--- src/rtl/jt6295_pkg.sv ---
// Shared definitions for the JT6295 command controller: FSM state encoding,
// phrase-table geometry and issue-window length.
package jt6295_pkg;

    typedef enum logic [2:0] {
        ST_IDLE  = 3'd0,
        ST_ARMED = 3'd1,
        ST_FETCH = 3'd2,
        ST_SYNC  = 3'd3,
        ST_ISSUE = 3'd4
    } state_t;

    // Each phrase owns an 8-byte slot in the table; only the first 6 bytes are used.
    localparam int TBL_STRIDE = 8;
    localparam int TBL_BYTES  = 6;
    localparam int IDX_W      = $clog2(TBL_STRIDE);

    // Start/stop stay asserted for four channel slots (down-counter 3..0).
    localparam logic [1:0] ISSUE_LAST = 2'd3;

endpackage

--- src/rtl/jt6295_phrase_fetch.sv ---
// Phrase-table byte sequencer: reads the 6 table bytes of a phrase, one
// rom_cs/rom_ok handshake per byte, and assembles the start/stop addresses.
// rom_cs is released for one clock between bytes so a lingering rom_ok from the
// previous byte cannot be taken as the next one.
module jt6295_phrase_fetch
    import jt6295_pkg::*;
(
    input  logic        clk,
    input  logic        rst_n,
    input  logic        go_i,
    input  logic [6:0]  phrase_i,
    output logic [17:0] rom_addr_o,
    output logic        rom_cs_o,
    input  logic [7:0]  rom_data_i,
    input  logic        rom_ok_i,
    output logic [17:0] start_addr_o,
    output logic [17:0] stop_addr_o,
    output logic        done_o
);

    localparam logic [IDX_W-1:0] LAST_IDX = IDX_W'(TBL_BYTES - 1);

    logic             active_q;
    logic             cs_q;
    logic             done_q;
    logic [IDX_W-1:0] idx_q;
    logic [17:0]      start_q;
    logic [17:0]      stop_q;

    // Byte sequencer, handshake and address assembly (upper 6 bits of b0/b3 dropped).
    always_ff @(posedge clk or negedge rst_n) begin
        if (!rst_n) begin
            active_q <= 1'b0;
            cs_q     <= 1'b0;
            done_q   <= 1'b0;
            idx_q    <= '0;
            start_q  <= '0;
            stop_q   <= '0;
        end else begin
            done_q <= 1'b0;
            if (go_i) begin
                active_q <= 1'b1;
                cs_q     <= 1'b1;
                idx_q    <= '0;
            end else if (active_q) begin
                if (!cs_q) begin
                    cs_q <= 1'b1;
                end else if (rom_ok_i) begin
                    cs_q <= 1'b0;
                    case (idx_q)
                        3'd0:    start_q[17:16] <= rom_data_i[1:0];
                        3'd1:    start_q[15:8]  <= rom_data_i;
                        3'd2:    start_q[7:0]   <= rom_data_i;
                        3'd3:    stop_q[17:16]  <= rom_data_i[1:0];
                        3'd4:    stop_q[15:8]   <= rom_data_i;
                        3'd5:    stop_q[7:0]    <= rom_data_i;
                        default: ;
                    endcase
                    if (idx_q == LAST_IDX) begin
                        active_q <= 1'b0;
                        done_q   <= 1'b1;
                    end else begin
                        idx_q <= idx_q + 1'b1;
                    end
                end
            end
        end
    end

    assign rom_addr_o   = {8'd0, phrase_i, idx_q};
    assign rom_cs_o     = cs_q;
    assign start_addr_o = start_q;
    assign stop_addr_o  = stop_q;
    assign done_o       = done_q;

endmodule

--- src/rtl/jt6295_cmd_ctrl.sv ---
// JT6295 CPU command controller: decodes the two-byte start command and the
// one-byte stop command, fetches phrase addresses and issues per-channel
// start/stop pulses aligned to the channel-0 slot.
// Build option: JT6295_BUSYCHK_EN -- when defined, channels already busy at the
// SYNC->ISSUE transition are not restarted.
//
// state    | meaning
// ---------+-----------------------------------------------------------
// ST_IDLE  | waiting for a command byte
// ST_ARMED | phrase latched, waiting for the mask/attenuation byte
// ST_FETCH | reading the 6 phrase-table bytes
// ST_SYNC  | waiting for the channel-0 slot (cen4 & zero)
// ST_ISSUE | start or stop held for 4 channel slots
module jt6295_cmd_ctrl
    import jt6295_pkg::*;
(
    input  logic        clk,
    input  logic        rst_n,
    input  logic        cen4,
    input  logic        zero,
    input  logic        wr,
    input  logic [7:0]  din,
    input  logic [3:0]  busy,
    output logic [17:0] rom_addr,
    output logic        rom_cs,
    input  logic [7:0]  rom_data,
    input  logic        rom_ok,
    output logic [17:0] start_addr,
    output logic [17:0] stop_addr,
    output logic [3:0]  att,
    output logic [3:0]  start,
    output logic [3:0]  stop,
    output logic        ctrl_busy,
    output logic        drop
);

    state_t     state_q, state_d;
    logic [6:0] phrase_q, phrase_d;
    logic [3:0] mask_q, mask_d;
    logic [3:0] att_q, att_d;
    logic       is_stop_q, is_stop_d;
    logic [1:0] cnt_q, cnt_d;
    logic       fetch_go;
    logic       fetch_done;

`ifndef JT6295_BUSYCHK_EN
    logic unused_busy;
    assign unused_busy = ^busy;
`endif

    // State and command registers.
    always_ff @(posedge clk or negedge rst_n) begin
        if (!rst_n) begin
            state_q   <= ST_IDLE;
            phrase_q  <= '0;
            mask_q    <= '0;
            att_q     <= '0;
            is_stop_q <= 1'b0;
            cnt_q     <= '0;
        end else begin
            state_q   <= state_d;
            phrase_q  <= phrase_d;
            mask_q    <= mask_d;
            att_q     <= att_d;
            is_stop_q <= is_stop_d;
            cnt_q     <= cnt_d;
        end
    end

    // Command decode and sequencing; writes outside IDLE/ARMED fall through untouched.
    always_comb begin
        state_d   = state_q;
        phrase_d  = phrase_q;
        mask_d    = mask_q;
        att_d     = att_q;
        is_stop_d = is_stop_q;
        cnt_d     = cnt_q;
        fetch_go  = 1'b0;
        case (state_q)
            ST_IDLE: begin
                if (wr) begin
                    if (din[7]) begin
                        phrase_d = din[6:0];
                        state_d  = ST_ARMED;
                    end else begin
                        mask_d    = din[6:3];
                        is_stop_d = 1'b1;
                        state_d   = ST_SYNC;
                    end
                end
            end
            ST_ARMED: begin
                if (wr) begin
                    if (din[7:4] == 4'd0 || phrase_q == 7'd0) begin
                        state_d = ST_IDLE;
                    end else begin
                        mask_d    = din[7:4];
                        att_d     = din[3:0];
                        is_stop_d = 1'b0;
                        fetch_go  = 1'b1;
                        state_d   = ST_FETCH;
                    end
                end
            end
            ST_FETCH: begin
                if (fetch_done) state_d = ST_SYNC;
            end
            ST_SYNC: begin
                if (cen4 && zero) begin
                    state_d = ST_ISSUE;
                    cnt_d   = ISSUE_LAST;
`ifdef JT6295_BUSYCHK_EN
                    if (!is_stop_q) mask_d = mask_q & ~busy;
`endif
                end
            end
            ST_ISSUE: begin
                if (cen4) begin
                    if (cnt_q == 2'd0) state_d = ST_IDLE;
                    else               cnt_d   = cnt_q - 2'd1;
                end
            end
            default: state_d = ST_IDLE;
        endcase
    end

    jt6295_phrase_fetch u_fetch (
        .clk          (clk),
        .rst_n        (rst_n),
        .go_i         (fetch_go),
        .phrase_i     (phrase_q),
        .rom_addr_o   (rom_addr),
        .rom_cs_o     (rom_cs),
        .rom_data_i   (rom_data),
        .rom_ok_i     (rom_ok),
        .start_addr_o (start_addr),
        .stop_addr_o  (stop_addr),
        .done_o       (fetch_done)
    );

    assign ctrl_busy = (state_q == ST_FETCH) || (state_q == ST_SYNC) || (state_q == ST_ISSUE);
    assign drop      = wr && ctrl_busy;
    assign att       = att_q;
    assign start     = (state_q == ST_ISSUE && !is_stop_q) ? mask_q : 4'd0;
    assign stop      = (state_q == ST_ISSUE &&  is_stop_q) ? mask_q : 4'd0;

endmodule

--- config.mk ---
export PLATFORM = sky130hd
export DESIGN_NAME = jt6295_cmd_ctrl
export DESIGN_NICKNAME = d
export VERILOG_FILES = /design/src/rtl/jt6295_pkg.sv /design/src/rtl/jt6295_phrase_fetch.sv /design/src/rtl/jt6295_cmd_ctrl.sv
export SDC_FILE = /design/constraint.sdc
export NUM_CORES = 1
export LEC_CHECK = 0
export ABC_AREA = 1
export CORE_MARGIN = 5
export CORE_UTILIZATION = 48
export CTS_BUF_LIST = sky130_fd_sc_hd__clkbuf_8
export CTS_CLUSTER_DIAMETER = 120
export DETAILED_ROUTE_END_ITERATION = 8
export PLACE_DENSITY_LB_ADDON = 0.25
export SLEW_MARGIN = 0
export SYNTH_ARGS = -nofsm -noshare
export SYNTH_HDL_FRONTEND = slang
export SYNTH_SLANG_ARGS = --single-unit
--- constraint.sdc ---
create_clock -name clk -period 1.8 [get_ports clk]
set_clock_uncertainty 0.15 [all_clocks]
set_input_delay 0.36 -clock clk [delete_from_list [all_inputs] [get_ports clk]]
set_output_delay 0.36 -clock clk [all_outputs]
set_load 0.03 [all_outputs]
# After elaboration in Yosys (flattened, before gate mapping)

Cells that the tools add are included.

$add $sub $neg: 2
Multiply operators: 0
Div/mod/pow operators: 0
$lt $le $gt $ge: 0
Equality and inequality tests: 19
Shift-type cells: 0
Multiplexer cells: 47
Bitwise gates (word level): 2
Reduce and logical (&&, ||, !) cells: 30

Operators by type and width:

| operator                                              | number |
|---|---|
| AND reduction 5 bit                                   | 7 |
| two-way mux 3 bit                                     | 11 |
| two-way mux 4 bit                                     | 6 |
| two-way mux 1 bit                                     | 21 |
| inequality test 2 bit, second input constant          | 9 |
| case mux 3 bit (5 select lines)                       | 1 |
| == test 3 x 2 -> 1 bit, second input constant         | 4 |
| two-way mux 2 bit                                     | 5 |
| nonzero test 2 bit                                    | 5 |
| == test 3 bit, second input constant                  | 3 |
| case mux 4 bit (2 select lines)                       | 1 |
| AND reduction 4 bit                                   | 2 |
| zero test 7 bit                                       | 1 |
| == test 3 x 1 -> 1 bit, second input constant         | 2 |
| zero test 3 bit                                       | 2 |
| AND reduction 3 bit                                   | 2 |
| AND reduction 6 bit                                   | 1 |
| logical AND 1 bit                                     | 4 |
| zero test 4 bit                                       | 1 |
| case mux 2 bit (2 select lines)                       | 1 |
| adder 3 x 1 -> 3 bit, second input constant           | 1 |
| logical OR 1 bit                                      | 3 |
| zero test 2 bit                                       | 1 |
| inequality test 2 x 1 -> 1 bit, second input constant | 1 |
| other kinds (4)                                       | 5 |

Register bits after elaboration: 63
Latch bits: 0
Memory bits (writable): 0
Memory bits (read-only): 0
Input bits: 26
Output and inout port bits: 69
Word-level logic and storage cells: 116
Memories: 0

# Longest topological paths before layout

Gate-level depths: netlist of the first run.

Word-level depth: 7
Gate-level depth with buffers: 9
Depth with buffers taken out: 9

# By module

A second synthesis of the first run with hierarchy kept.

Cells, all modules: 377
Area total of the unflattened synthesis: 3181.8 sq um

Modules (own cells, without submodules):

| module              | times used | cells each | area each (sq um) | seq. area each (sq um) |
|---|---|---|---|---|
| jt6295_phrase_fetch | 1          | 218        | 2038.2            | 1051.0 |
| jt6295_cmd_ctrl     | 1          | 159        | 1143.6            | 525.5 |

# Worst setup path after synthesis of the first run

No wires, ideal clock.

Path kind: flip-flop to output port
From: register state_q[1]
To: output start[0]
Data arrival time: 1540 ps
Slack: -250 ps
Stages on the path, launching flop included: 5
Buffers on the path: 0
Path through: dfrtp_1 > nor3_2 > inv_1 > or2_2 > nor2_1

Longest elaborated chain between the ends: 3

RTL lines:

| element                  | RTL line               | RTL |
|---|---|---|
| start: declaration       | jt6295_cmd_ctrl.sv:37  | `state_t state_q, state_d;` |
| start signal: assignment | jt6295_cmd_ctrl.sv:61  | `state_q <= state_d;` |
| == test 3 bit            | jt6295_cmd_ctrl.sv:144 | `assign start = (state_q == ST_ISSUE && !is_stop_q) ? mask_q : 4'd0;` |
| logical AND 1 bit        | jt6295_cmd_ctrl.sv:144 |  |
| two-way mux 4 bit        | jt6295_cmd_ctrl.sv:144 |  |
| end: declaration         | jt6295_cmd_ctrl.sv:31  | `output logic [3:0] start,` |

No other way between the ends.

# Worst setup path after layout of the first run

From: register state_q[2]
To: output start[2]

The elaborated chain is that of the path after synthesis.

==> run_results.csv, run 1 <==
group,metric,value,unit
status,status,"finished with violations",
status,violations,"negative setup slack",
logic_synthesis,synth_cell_types,28,
cells_and_area,drive_above_1_share,0.196,
logic_synthesis,syn_area,0.00308,sq mm
logic_synthesis,synth_seq_area_share,0.513,
detailed_routing,wire_per_inst,14.0,microns
floorplan,die_x,90.0,microns
timing,drv_slew,0,
logic_synthesis,synth_top_area_share,0.513,
logic_synthesis,synth.largest_area_cell,"dfrtp_1",
logic_synthesis,synth_cells,375,
clock_network,cts-root-buf,"clkbuf_8",
power_and_ir_drop,pwr-share-clk,0.132,
floorplan,start_util,0.490,
place,dp_hpwl,5.76,mm
power_and_ir_drop,internal_power,4.11,mW
place,gp_congestion,0.813,
detailed_routing,routed_wl,8.17,mm
critical_path,worst-endpoint-arrival,1.54,ns
critical_path,crit_chain,"inv_2, nor3_4, inv_2, or2_4, nor2_4, buf_6",
global_route,grt_pass1_vias,2913,
global_route,grt_overflow,0,
cells_and_area,final_nets,532,
floorplan,core_area,0.00628,sq mm
power_and_ir_drop,pwr-share-comb,0.558,
floorplan,die_area,0.00811,sq mm
clock_network,path_clk_slew,0.07,ns
detailed_routing,drtIter0Drc,131,
detailed_routing,drc_errors,0,
floorplan,ios,95,
power_and_ir_drop,p_switching,3.77,mW
detailed_routing,drtAntennaViolNets,0,
power_and_ir_drop,vdd_drop_max,1.01,mV
clock_network,cts_tree,"built",
place,dp.cells,554,
power_and_ir_drop,p_seq_frac,0.309,
critical_path,worstPathRequired,1.29,ns
hold_path,hp-class,"reg2reg",
critical_path,end_kind,"output port",
place,portBuffers,82,
critical_path,start_kind,"register",
timing,max_freq,488,MHz
clock_network,htree_levels,3,
clock_network,cts_sinks,63,
cells_and_area,syn_to_final_growth,46.9,%
power_and_ir_drop,switching_share,0.478,
timing,min_period,2.05,ns
floorplan,rows,29,
power_and_ir_drop,power,7.87,mW
critical_path,rr_startpoint,"state_q[1]",
run,drv_cap,0,
hold_path,hp-start,"u_fetch.start_addr_o[17]",
critical_path,crit_fanout,4,
global_route,grt_start_max_net_pins,17,
cells_and_area,layout.cells.non_filler,582,
critical_path,startpoint,"state_q[2]",
critical_path,critPathBufInv,3,
power_and_ir_drop,leakagePower,2.50,nW
detailed_routing,vias,2933,
timing,setup_violations,10,
clock_network,numCtsBuffers,9,
critical_path,crit_top_cell,"inv_2",
detailed_routing,dr.pass1.iters,5,
critical_path,path_class,"reg2out",
floorplan,die_y,90.0,microns
global_route,grt_usage,0.202,
logic_synthesis,syn_area_per_cell,8.20,sq um
clock_network,cts.path.max_buffers,2,
timing,setup_slack,-0.250,ns
detailed_routing,drt-vias-per-instance,5.04,
global_route,antenna_found_initial,0,
critical_path,max_stage_delay,0.36,ns
logic_synthesis,ys_seq_elements,63,
timing,hold_viol,0,
power_and_ir_drop,power_density,1740,mW/mm^2
logic_synthesis,ys_top_cells_by_area,"dfrtp_1 (51%), nand2_1 (17%), nand4_1 (6.1%)",
global_route,grt_pass1_wl,13.6,mm
clock_network,clk_latency,0.34,ns
timing,period_share,1.14,
critical_path,crit_slowest_cell,"dfrtp_1",
logic_synthesis,yosysWarnings,0,
timing,rsz0062_at_grt,"yes",
critical_path,cpLargestDelayFamily,"simple AND/OR/NAND/NOR gates",
cells_and_area,n_antenna_cell,0,
-- power by group through the flow --
stage | clock (mW) | sequential (mW) | combinational [mW]
after floorplan | 0 | 3.43 | 1.64
after global placement | 0 | 2.46 | 4.26
after detailed placement | 0 | 2.47 | 4.36
after CTS | 1.06 | 2.43 | 4.16
after global routing | 1.15 | 2.53 | 4.82
final | 1.04 | 2.43 | 4.40
-- flip-flops by register name (all words and copies together), names as in the netlist --
name and count:
u_fetch.start_addr_o 18, u_fetch.stop_addr_o 18, phrase_q 7, att 4, mask_q 4, state_q 3
u_fetch.idx_q 3, cnt_q 2, is_stop_q 1, u_fetch.active_q 1, u_fetch.done_o 1, u_fetch.rom_cs_o 1
-- kinds of logic (layout without fill, tap and decap cells) --
| logic type | after synthesis | count (layout) | synth area share |
|---|---|---|---|
| and+or+nand+nor | 221 | 222 | 0.320 |
| DFF | 63 | 63 | 0.513 |
| buffers and inverters | 59 | 181 | 0.0944 |
| AOI/OAI and AO/OA | 25 | 25 | 0.0476 |
| adders and majority gates | 6 | 6 | 0.0244 |
| other | 1 | 8 | 0.00122 |
-- synthesized netlist by cell type --
library cell  instances
nand3_1              14
a21oi_1               1
buf_4                 8
nand3_2               3
nand3b_1              1
conb_1                1
nor2_1               21
nand2_4               1
clkbuf_1              3
dfrtp_1              63
ha_1                  6
inv_2                 1
nand4_1              30
o21ai_0              18
nor2_4                1
nor3_2                2
nor2_2                2
clkinv_1              1
nand2_1             143
buf_6                 5
buf_2                 1
o21a_1                1
inv_1                40
o21ai_2               4
a21oi_2               1
or2_2                 1
nand2_2               1
nor3_1                1
-- timing repair --
action | CTS | global route
endpoints found under the setup margin | 69 | 54
cloned | 1 | 1
resized for setup | 65 | 20
hold buffers | 1 | 0
buffers inserted | 4 | 7
hold endpoints to repair | 12 | 0
pin swaps | 4 | 7
-- final cells by class --
cell class / instances / area [sq um]
well taps: 77 / 96.3
multi-input cells: 261 / 1370
flip-flops and latches: 63 / 1580
inverters: 42 / 158
clock buffers: 9 / 124
clock inverters: 7 / 41.3
fillers: 487 / 1760
repair buffers: 123 / 1150
-- per-stage QoR --
step | cell area (sq um) | TNS, ns | utilization | worst slack (ns) | hold slack, ns
floorplan | 3150 | 0 | - | 0.00868 | -0.0856
global placement | 4160 | -8.97 | 0.663 | -0.248 | 0.166
detailed placement | 4160 | -10.51 | 0.663 | -0.302 | 0.172
CTS | 4370 | -2.03 | 0.696 | -0.244 | 0.326
global route | 4520 | -2.54 | 0.720 | -0.310 | 0.356
finish | 4520 | -1.64 | 0.720 | -0.250 | 0.322
-- layer usage --
layer,track usage,part of all wire,up-vias
met5,0,0,-
met4,0.0782,0.016,0
met3,0.0518,0.064,10
met2,0.325,0.49,103
met1,0.262,0.43,1386
li1,-,-,1434
-- worst min-delay path: cells and delay by family, from the launching register on --
kind / cells / cell delay (ns)
flip-flops: 1 / 0.34
AND/OR/NAND/NOR: 2 / 0.10
-- layout by cell type (no fill, tap or decap), types with 2 or more instances in the layout --
| cell type | n |
|---|---|
| inv_2 | 3 |
| dfrtp_1 | 62 |
| nor3_4 | 2 |
| buf_4 | 33 |
| dlygate4sd2_1 | 51 |
| nand2_4 | 3 |
| clkbuf_8 | 9 |
| a21oi_2 | 2 |
| buf_12 | 3 |
| inv_1 | 39 |
| nor2_4 | 7 |
| nand4_1 | 30 |
| o21ai_0 | 18 |
| clkinv_2 | 3 |
| clkinvlp_4 | 3 |
| nand3_4 | 5 |
| nand3_1 | 12 |
| nand2_2 | 2 |
| nor2_2 | 2 |
| buf_6 | 12 |
| conb_1 | 8 |
| nand2_1 | 140 |
| ha_1 | 6 |
| nor2_1 | 15 |
| clkdlybuf4s50_1 | 19 |
| o21ai_2 | 4 |
-- worst paths after layout --
kind / endpoint / slack (ns) / cells after the start
max in group asynchronous: mask_q[0] / 0.61 / 3
worst max-delay path: start[2] / -0.25 / 6
worst max register to register: u_fetch.start_addr_o[4] / 0.01 / 9
worst min-delay path: u_fetch.start_addr_o[17] / 0.32 / 2
min in group asynchronous: mask_q[2] / 0.36 / 2
worst min register to register: u_fetch.start_addr_o[17] / 0.32 / 2
No activity file was read; power rests on OpenSTA's default activity.
==> run 2, diff against run 1 <==
--- a/config.mk
+++ b/config.mk
@@ -6,8 +6,9 @@
 export NUM_CORES = 1
 export LEC_CHECK = 0
 export ABC_AREA = 1
+export CAP_MARGIN = 20
 export CORE_MARGIN = 5
-export CORE_UTILIZATION = 48
+export CORE_UTILIZATION = 49
 export CTS_BUF_LIST = sky130_fd_sc_hd__clkbuf_8
 export CTS_CLUSTER_DIAMETER = 120
 export DETAILED_ROUTE_END_ITERATION = 8
@@ -15,4 +16,5 @@
 export SLEW_MARGIN = 0
 export SYNTH_ARGS = -nofsm -noshare
 export SYNTH_HDL_FRONTEND = slang
+export SYNTH_HIERARCHICAL = 1
 export SYNTH_SLANG_ARGS = --single-unit
==> run_results.csv, run 2 <==
group,metric,value,unit
critical_path,worst-endpoint-arrival,1.54,ns
power_and_ir_drop,power,8.12,mW
timing,setup_violations,10,
cells_and_area,n_antenna_cell,0,
timing,drv_slew,0,
global_route,grt_overflow,0,
cells_and_area,utilization,0.684,
critical_path,worstPathRequired,1.29,ns
power_and_ir_drop,p_switching,3.93,mW
detailed_routing,drt-vias-per-instance,4.99,
clock_network,cts_tree,"built",
critical_path,start_kind,"register",
floorplan,die_x,90.6,microns
power_and_ir_drop,power_density,1870,mW/mm^2
global_route,antenna_found_initial,0,
logic_synthesis,ys_seq_elements,63,
logic_synthesis,synth.largest_area_cell,"dfrtp_1",
timing,rsz0062_at_grt,"yes",
clock_network,cts.path.max_buffers,2,
floorplan,rows,29,
power_and_ir_drop,internal_power,4.19,mW
floorplan,die_y,90.6,microns
power_and_ir_drop,vdd_drop_max,1.06,mV
detailed_routing,wire_per_inst,13.9,microns
critical_path,path_class,"reg2out",
status,violations,"negative setup slack",
logic_synthesis,yosysWarnings,6,
power_and_ir_drop,pwr-share-comb,0.546,
timing,max_freq,487,MHz
clock_network,cts_sinks,63,
clock_network,path_clk_slew,0.07,ns
logic_synthesis,syn_area_per_cell,8.44,sq um
floorplan,core_area,0.00635,sq mm
logic_synthesis,ys_top_cells_by_area,"dfrtp_1 (50%), nand2_1 (15%), nand3_1 (7.7%)",
power_and_ir_drop,p_seq_frac,0.304,
power_and_ir_drop,switching_share,0.484,
logic_synthesis,synth_top_cells_by_count,"nand2_1 (129), dfrtp_1 (63), nand3_1 (49)",
detailed_routing,drc_errors,0,
clock_network,numCtsBuffers,9,
cells_and_area,layout_commonest_cell,"nand2_1",
detailed_routing,drtIter0Drc,123,
critical_path,crit_fanout,4,
cells_and_area,drive_above_1_share,0.184,
timing,holdWs,0.318,ns
global_route,grt_pass1_vias,2769,
hold_path,hp-class,"reg2reg",
power_and_ir_drop,leakagePower,2.36,nW
floorplan,die_area,0.00820,sq mm
hold_path,hold_path_depth,2,
logic_synthesis,syn_area,0.00318,sq mm
cells_and_area,final_area,0.00435,sq mm
logic_synthesis,synth_edf_count,0,
logic_synthesis,synth.most_common_cell,"nand2_1",
status,status,"finished with violations",
cells_and_area,mostFrequentLayoutCells,"nand2_1 (126), dfrtp_1 (63), dlygate4sd2_1 (50)",
timing,period_share,1.14,
timing,hold_viol,0,
cells_and_area,nFillCells,557,
critical_path,r2r_cells,10,
place,place_area,0.00407,sq mm
global_route,grt_usage,0.205,
detailed_routing,routed_wl,7.81,mm
detailed_routing,vias,2796,
cells_and_area,syn_to_final_growth,36.6,%
global_route,grt_pass1_wl,13.6,mm
global_route,grt_start_max_net_pins,64,
detailed_routing,dr.pass1.iters,4,
logic_synthesis,synth_top_area_share,0.495,
logic_synthesis,synth_cells,377,
place,dp_hpwl,5.59,mm
floorplan,start_util,0.501,
place,gp_congestion,0.842,
detailed_routing,drtAntennaViolNets,0,
critical_path,end_kind,"output port",
place,portBuffers,82,
floorplan,ios,95,
run,drv_cap,0,
timing,min_period,2.05,ns
logic_synthesis,synth_seq_area_share,0.495,
cells_and_area,final_nets,510,
logic_synthesis,synthArstFlopShare,1.00,
power_and_ir_drop,pwr-share-clk,0.150,
clock_network,cts-root-buf,"clkbuf_8",
clock_network,htree_levels,3,
clock_network,clk_latency,0.33,ns
timing,setup_slack,-0.251,ns
logic_synthesis,synth_cell_types,28,
logic_synthesis,yosys_most_used_dff,"dfrtp_1",
## run 2: final timing paths
path | from | end | slack (ns)
setup / recovery | state_q[2] | start[3] | -0.25
hold / removal | u_fetch/stop_addr_o[4] | u_fetch/stop_addr_o[4] | 0.32
setup reg to reg | state_q[2] | u_fetch/stop_addr_o[17] | 0.05
hold reg to reg | u_fetch/stop_addr_o[4] | u_fetch/stop_addr_o[4] | 0.32
max in group asynchronous | rst_n | cnt_q[1] | 0.82
min in group asynchronous | rst_n | att[0] | 0.41
## run 2: area by class of cell
| class | count | area (sq um) | share of cell area |
|---|---|---|---|
| sequential | 63 | 1580 | 0.363 |
| multi-input combinational | 259 | 1360 | 0.314 |
| timing repair buffer | 105 | 952 | 0.219 |
| inverter | 40 | 160 | 0.0369 |
| clock buffer | 9 | 124 | 0.0285 |
| tap | 77 | 96.3 | 0.0222 |
| clock inverter | 7 | 73.8 | 0.0170 |
## run 2: metal layers
metal,up-vias,global-route usage,part of all wire
li1,1365,-,-
met1,1325,0.262,0.42
met2,98,0.327,0.50
met3,8,0.0708,0.076
met4,0,0.0596,0.0093
met5,-,0,0
## run 2: repair_timing
item / 4_1_cts / 5_1_grt
resized for setup: 64 / 10
endpoints found under the hold margin: 63 / 0
setup endpoints to repair: 60 / 51
hold buffers: 1 / 0
setup buffers: 2 / 3
pin swaps: 1 / 3
## run 2: worst max-delay path: stages (launching register included)
cell	delay (ns)
dfrtp_1	0.36
inv_2	0.06
nor3_4	0.22
inv_2	0.05
or2_4	0.27
nor2_2	0.11
buf_6	0.14
## run 2: logic make-up after synthesis
kind of cell,after synthesis,share of synthesized area
other,1,0.00118
buffers and inverters,62,0.105
adders and majority gates,6,0.0236
AOI/OAI and AO/OA,26,0.0417
and+or+nand+nor,219,0.333
DFF,63,0.495
## run 2: per-stage QoR
step | setup WS [ns] | cells | TNS (ns)
after CTS | -0.255 | 557 | -2.02
after global routing | -0.340 | 560 | -2.89
final | -0.251 | 560 | -1.88
after detailed placement | -0.282 | 538 | -9.92
after global placement | -0.265 | 538 | -9.70
after floorplan | -0.0612 | 384 | -0.245
## run 2: power groups by stage
stage / Clock, mW / Sequential [mW] / Combinational (mW)
6_report: 1.22 / 2.47 / 4.43
5_1_grt: 1.33 / 2.57 / 4.89
4_1_cts: 1.25 / 2.47 / 4.35
3_5_place_dp: 0 / 2.50 / 4.56
3_3_place_gp: 0 / 2.49 / 4.46
2_1_floorplan: 0 / 3.30 / 2.17
